<file path="src/rtl/mem_bus_arbiter.sv">
// Arbiter sharing one synchronous memory port between the CPU (requester 0) and the debug monitor (requester 1).
// Optional CPU write protection of the top address range is enabled by defining MEM_ARB_WPROT_EN.
module mem_bus_arbiter #(
    parameter int unsigned ADDR_W       = 8,
    parameter int unsigned DATA_W       = 8,
    parameter int unsigned MON_MAX_WAIT = 4
`ifdef MEM_ARB_WPROT_EN
    ,
    parameter logic [ADDR_W-1:0] WPROT_BASE = ADDR_W'(8'hF0)
`endif
) (
    input  logic              clk,
    input  logic              reset,
    input  logic              cpu_req,
    input  logic              cpu_we,
    input  logic [ADDR_W-1:0] cpu_addr,
    input  logic [DATA_W-1:0] cpu_wdata,
    output logic              cpu_ack,
    output logic [DATA_W-1:0] cpu_rdata,
`ifdef MEM_ARB_WPROT_EN
    output logic              cpu_wperr,
`endif
    input  logic              mon_req,
    input  logic              mon_we,
    input  logic [ADDR_W-1:0] mon_addr,
    input  logic [DATA_W-1:0] mon_wdata,
    output logic              mon_ack,
    output logic [DATA_W-1:0] mon_rdata,
    input  logic              mon_hold,
    output logic [ADDR_W-1:0] mem_addr,
    output logic [DATA_W-1:0] mem_wdata,
    output logic              mem_we,
    input  logic [DATA_W-1:0] mem_rdata
);

    localparam int unsigned CNT_W = 4;

    typedef enum logic [2:0] {
        IDLE    = 3'd0,
        ACC_CPU = 3'd1,
        ACC_MON = 3'd2,
        RSP_CPU = 3'd3,
        RSP_MON = 3'd4
    } state_t;

    state_t             state, state_d;
    logic [CNT_W-1:0]   starve_cnt, cnt_d;
    logic [ADDR_W-1:0]  addr_d;
    logic [DATA_W-1:0]  wdata_d;
    logic               we_d;
    logic               cpu_ack_d;
    logic               mon_ack_d;
    logic               cpu_eff;
    logic               starve_full;
    logic               cpu_we_eff;
`ifdef MEM_ARB_WPROT_EN
    logic               wp_hit, wp_d, wperr_d;
`endif

    assign cpu_eff     = cpu_req & ~mon_hold;
    assign starve_full = (starve_cnt == CNT_W'(MON_MAX_WAIT));

`ifdef MEM_ARB_WPROT_EN
    assign cpu_we_eff  = cpu_we & (cpu_addr < WPROT_BASE);
`else
    assign cpu_we_eff  = cpu_we;
`endif

    // Memory data is only valid in the response cycle, so read data is steered straight through
    assign cpu_rdata = (state == RSP_CPU) ? mem_rdata : '0;
    assign mon_rdata = (state == RSP_MON) ? mem_rdata : '0;

    // Next-state, arbitration and memory-port values
    always_comb begin
        state_d   = state;
        cnt_d     = starve_cnt;
        addr_d    = mem_addr;
        wdata_d   = mem_wdata;
        we_d      = 1'b0;
        cpu_ack_d = 1'b0;
        mon_ack_d = 1'b0;
`ifdef MEM_ARB_WPROT_EN
        wp_d      = wp_hit;
        wperr_d   = 1'b0;
`endif
        case (state)
            IDLE: begin
                if (!mon_req) begin
                    cnt_d = '0;
                end
                if (mon_req && (!cpu_eff || starve_full)) begin
                    state_d = ACC_MON;
                    addr_d  = mon_addr;
                    wdata_d = mon_wdata;
                    we_d    = mon_we;
                    cnt_d   = '0;
                end else if (cpu_eff) begin
                    state_d = ACC_CPU;
                    addr_d  = cpu_addr;
                    wdata_d = cpu_wdata;
                    we_d    = cpu_we_eff;
                    // CPU only wins against a pending monitor while the counter is below its limit
                    cnt_d   = mon_req ? starve_cnt + CNT_W'(1) : '0;
`ifdef MEM_ARB_WPROT_EN
                    wp_d    = cpu_we & ~cpu_we_eff;
`endif
                end
            end
            ACC_CPU: begin
                state_d   = RSP_CPU;
                cpu_ack_d = 1'b1;
`ifdef MEM_ARB_WPROT_EN
                wperr_d   = wp_hit;
`endif
            end
            ACC_MON: begin
                state_d   = RSP_MON;
                mon_ack_d = 1'b1;
            end
            RSP_CPU, RSP_MON: begin
                state_d = IDLE;
            end
            default: begin
                state_d = IDLE;
            end
        endcase
    end

    always_ff @(posedge clk or posedge reset) begin
        if (reset) begin
            state <= IDLE;
        end else begin
            state <= state_d;
        end
    end

    // Registered memory port, acks and starvation counter
    always_ff @(posedge clk or posedge reset) begin
        if (reset) begin
            starve_cnt <= '0;
            mem_addr   <= '0;
            mem_wdata  <= '0;
            mem_we     <= 1'b0;
            cpu_ack    <= 1'b0;
            mon_ack    <= 1'b0;
`ifdef MEM_ARB_WPROT_EN
            wp_hit     <= 1'b0;
            cpu_wperr  <= 1'b0;
`endif
        end else begin
            starve_cnt <= cnt_d;
            mem_addr   <= addr_d;
            mem_wdata  <= wdata_d;
            mem_we     <= we_d;
            cpu_ack    <= cpu_ack_d;
            mon_ack    <= mon_ack_d;
`ifdef MEM_ARB_WPROT_EN
            wp_hit     <= wp_d;
            cpu_wperr  <= wperr_d;
`endif
        end
    end

endmodule

</file>
<file path="config.mk">
export PLATFORM = sky130hd
export DESIGN_NAME = mem_bus_arbiter
export DESIGN_NICKNAME = d
export VERILOG_FILES = /design/src/rtl/mem_bus_arbiter.sv
export SDC_FILE = /design/constraint.sdc
export NUM_CORES = 1
export LEC_CHECK = 0
export ABC_CLOCK_PERIOD_IN_PS = 1700
export CAP_MARGIN = 30
export CORE_ASPECT_RATIO = 1.2
export CORE_UTILIZATION = 33
export DETAILED_ROUTE_END_ITERATION = 10
export GPL_TIMING_DRIVEN = 0
export PLACE_DENSITY = 0.8
export SETUP_SLACK_MARGIN = 0.1
export SYNTH_ARGS = -nofsm -noshare
export SYNTH_HDL_FRONTEND = slang
export SYNTH_SLANG_ARGS = --single-unit
export TNS_END_PERCENT = 50
</file>
<file path="constraint.sdc">
create_clock -name clk -period 1.7 [get_ports clk]
set_input_delay 0.17 -clock clk [delete_from_list [all_inputs] [get_ports clk]]
set_output_delay 0.17 -clock clk [all_outputs]
set_load 0.01 [all_outputs]
</file>
==> reports/qor.yml <==
outcome: "complete, no violations"
synth_edf_count: 0
internal_power_mw: 2.24
rsz0062_at_grt: "true"
place_hpwl_um: 2880
drt-initial-drc-count: 51
postSynth.asyncResetShare_pct: 100
holdCritPathClass: "in -> async"
synth_cell_type_count: 27
placed_cell_area_um2: 2250
nNetsFinal: 309
track_usage_pct: 18.5
ys.flop_type: "dfrtp_1"
ir_drop_mv: 0.535
power_density_nw_per_um2: 1410
fp-row-count: 25
clock_skew_ns: 0.00154
synth_fp_nets: 205
setup_tns_ns: 0
synth.avg_cell_area_um2: 8.66
whs_ns: 0.245
finalMaxSlewViolations: 0
ant_nets: 0
vias_per_cell: 4.72
drcViolationCount: 0
synth.area.top_cells: "dfrtp_1 48%, nand2_1 11%, a31oi_1 7.4%"
cp.arrival_ns: 1.87
synth.ff_latch_count: 26
first_pass_iters: 4
ctsLongestPathBuffers: 2
clock_sinks: 26
final_cells: 313
switching_share_pct: 35.1
antenna_found_initial: 0
cp-end-kind: "flop"
cts_made_buffers: 3
clockRootBuffer: "clkbuf_8"
fill_cells: 336
seqPwrFrac_pct: 30.3
synth_top_cell_area_share_pct: 48.1
hold_viol_final: 0
overflow: 0
power.share.combinational_pct: 58.1
clk_latency_ns: 0.26
fin_util_pct: 62.1
core_um2: 3940
initial_core_util_pct: 34.3
syn2layout_area_growth_pct: 81.0
clk_pin_slew_worst_paths_ns: 0.09
die_w_um: 60.4
cts-hold-fix-buffers: 0
path_max_fanout: 5
final.min_clock_period_ns: 1.68
portBuffers: 81
p_leak_nw: 1.13
synth_top_area_cell: "dfrtp_1"
tritoncts: "built"
setup_viol: 0
detailedPlace.worstSlack_ns: -0.279
place_congestion: 0.736
critPathRequiredTime_ns: 1.89
layout-drive-gt1-share_pct: 21.6
die_h_um: 72.1
critPathKind: "reg -> reg"
grt_max_degree: 15
dp.cells: 292
slew_headroom_pct: 63.1
yosysSeqAreaShare_pct: 48.1
syn-cell-area_um2: 1350
setup.worst_path.start_class: "flop"
num_antenna_cells: 0
vias: 1476
max_freq_ghz: 0.597
netlist_instances: 156
grt_pass1_vias: 1459
final_area_um2: 2450
p_sw_mw: 1.21
min_period_over_period_pct: 98.5
synth_warnings: 0
wl_per_cell_um: 13.5
drt_wl_total_um: 4230
reg2reg_depth: 7
die-area_um2: 4360
setup_ws_ns: 0.0247
worst_pin_slew_ns: 0.553
io-pin-count: 82
grt_pass1_wl_um: 6230
clock_power_share_pct: 11.6
report.power.total_mw: 3.44
max_cap_viol_count: 0
htreeDepth: 1
==> cells by family after synthesis <==
family          share of synthesized area, %
simple gates                            30.8
compound gates                          13.7
buf+inv                                 5.46
fa+ha+maj                               1.85
flops                                   48.1
==> final timing paths <==
check                      slack [ns]     startpoint             to
max                              0.02  starve_cnt[0]         mem_we
min                              0.25          reset        mon_ack
max reg2reg                      0.02  starve_cnt[0]         mem_we
min reg2reg                      0.55  starve_cnt[3]  starve_cnt[3]
max in group asynchronous        0.96          reset       state[1]
min in group clk                 0.45   cpu_wdata[5]   mem_wdata[5]
==> repair_timing <==
action,in CTS,in global routing
buffers inserted,8,8
setup endpoints to repair,32,21
pin swaps,1,1
resized for setup,72,10
gates cloned,0,1
==> critical path, stage by stage, from the launching register on <==
cell,delay (ns)
dfrtp_1,0.41
inv_2,0.06
ha_2,0.17
and3b_4,0.19
o21a_1,0.18
buf_6,0.12
or3b_1,0.34
a21oi_1,0.14
==> power groups by stage <==
stage / registers (mW) / clock network (mW) / logic (mW)
global route: 1.07 / 0.438 / 2.18
floorplan: 1.14 / 0 / 0.698
global placement: 1.04 / 0 / 1.60
detailed placement: 1.05 / 0 / 1.62
finish: 1.04 / 0.401 / 2.00
CTS: 1.03 / 0.409 / 1.74
==> cell usage after synthesis, types with 3 or more instances <==
| cell type | number |
|---|---|
| o21ai_0 | 3 |
| nor2_1 | 19 |
| inv_1 | 4 |
| and2_1 | 9 |
| nand2_1 | 39 |
| o21a_1 | 3 |
| nor3b_1 | 3 |
| dfrtp_1 | 26 |
| buf_6 | 3 |
| a21oi_1 | 3 |
| a31oi_1 | 16 |
| and3_1 | 8 |
==> layer usage <==
| metal | vias up | GRT usage [%] | share of wire, % |
|---|---|---|---|
| li1 | 732 | - | - |
| met1 | 699 | 19.4 | 40 |
| met2 | 43 | 36.0 | 54 |
| met3 | 2 | 3.39 | 5.1 |
| met4 | 0 | 5.56 | 0.94 |
| met5 | - | 0 | 0 |
==> placed cells by master, fill, tap and decap left out, types with 2 or more instances in the layout <==
cell / Yosys / layout
dlygate4sd2_1: 0 / 2
nor3b_1: 3 / 3
o21a_1: 3 / 3
dfrtp_2: 0 / 2
nand3_1: 2 / 2
nand2b_1: 2 / 2
inv_1: 4 / 3
buf_2: 2 / 14
o21ai_0: 3 / 3
buf_8: 0 / 2
buf_6: 3 / 7
nor2_1: 19 / 18
a21oi_1: 3 / 3
clkbuf_8: 0 / 4
dfrtp_1: 26 / 24
and3_1: 8 / 8
clkdlybuf4s50_1: 0 / 65
nand2_1: 39 / 38
and2_1: 9 / 9
buf_4: 1 / 15
a31oi_1: 16 / 15
==> layout make-up <==
cell class,count,area (um2),area share (%)
timing repair buffer,99,901,36.8
multi-input combinational,118,668,27.3
sequential,26,653,26.7
buffer,8,86.3,3.53
tap,54,67.6,2.76
clock buffer,4,55.1,2.25
inverter,4,15.0,0.614
==> state kept, by name, summed over array words and instances, names as in the netlist <==
| signal | flops |
|---|---|
| cpu_ack | 1 |
| mem_addr | 8 |
| mem_wdata | 8 |
| mem_we | 1 |
| mon_ack | 1 |
| starve_cnt | 4 |
| state | 3 |
(Power assumes the default switching activity.)
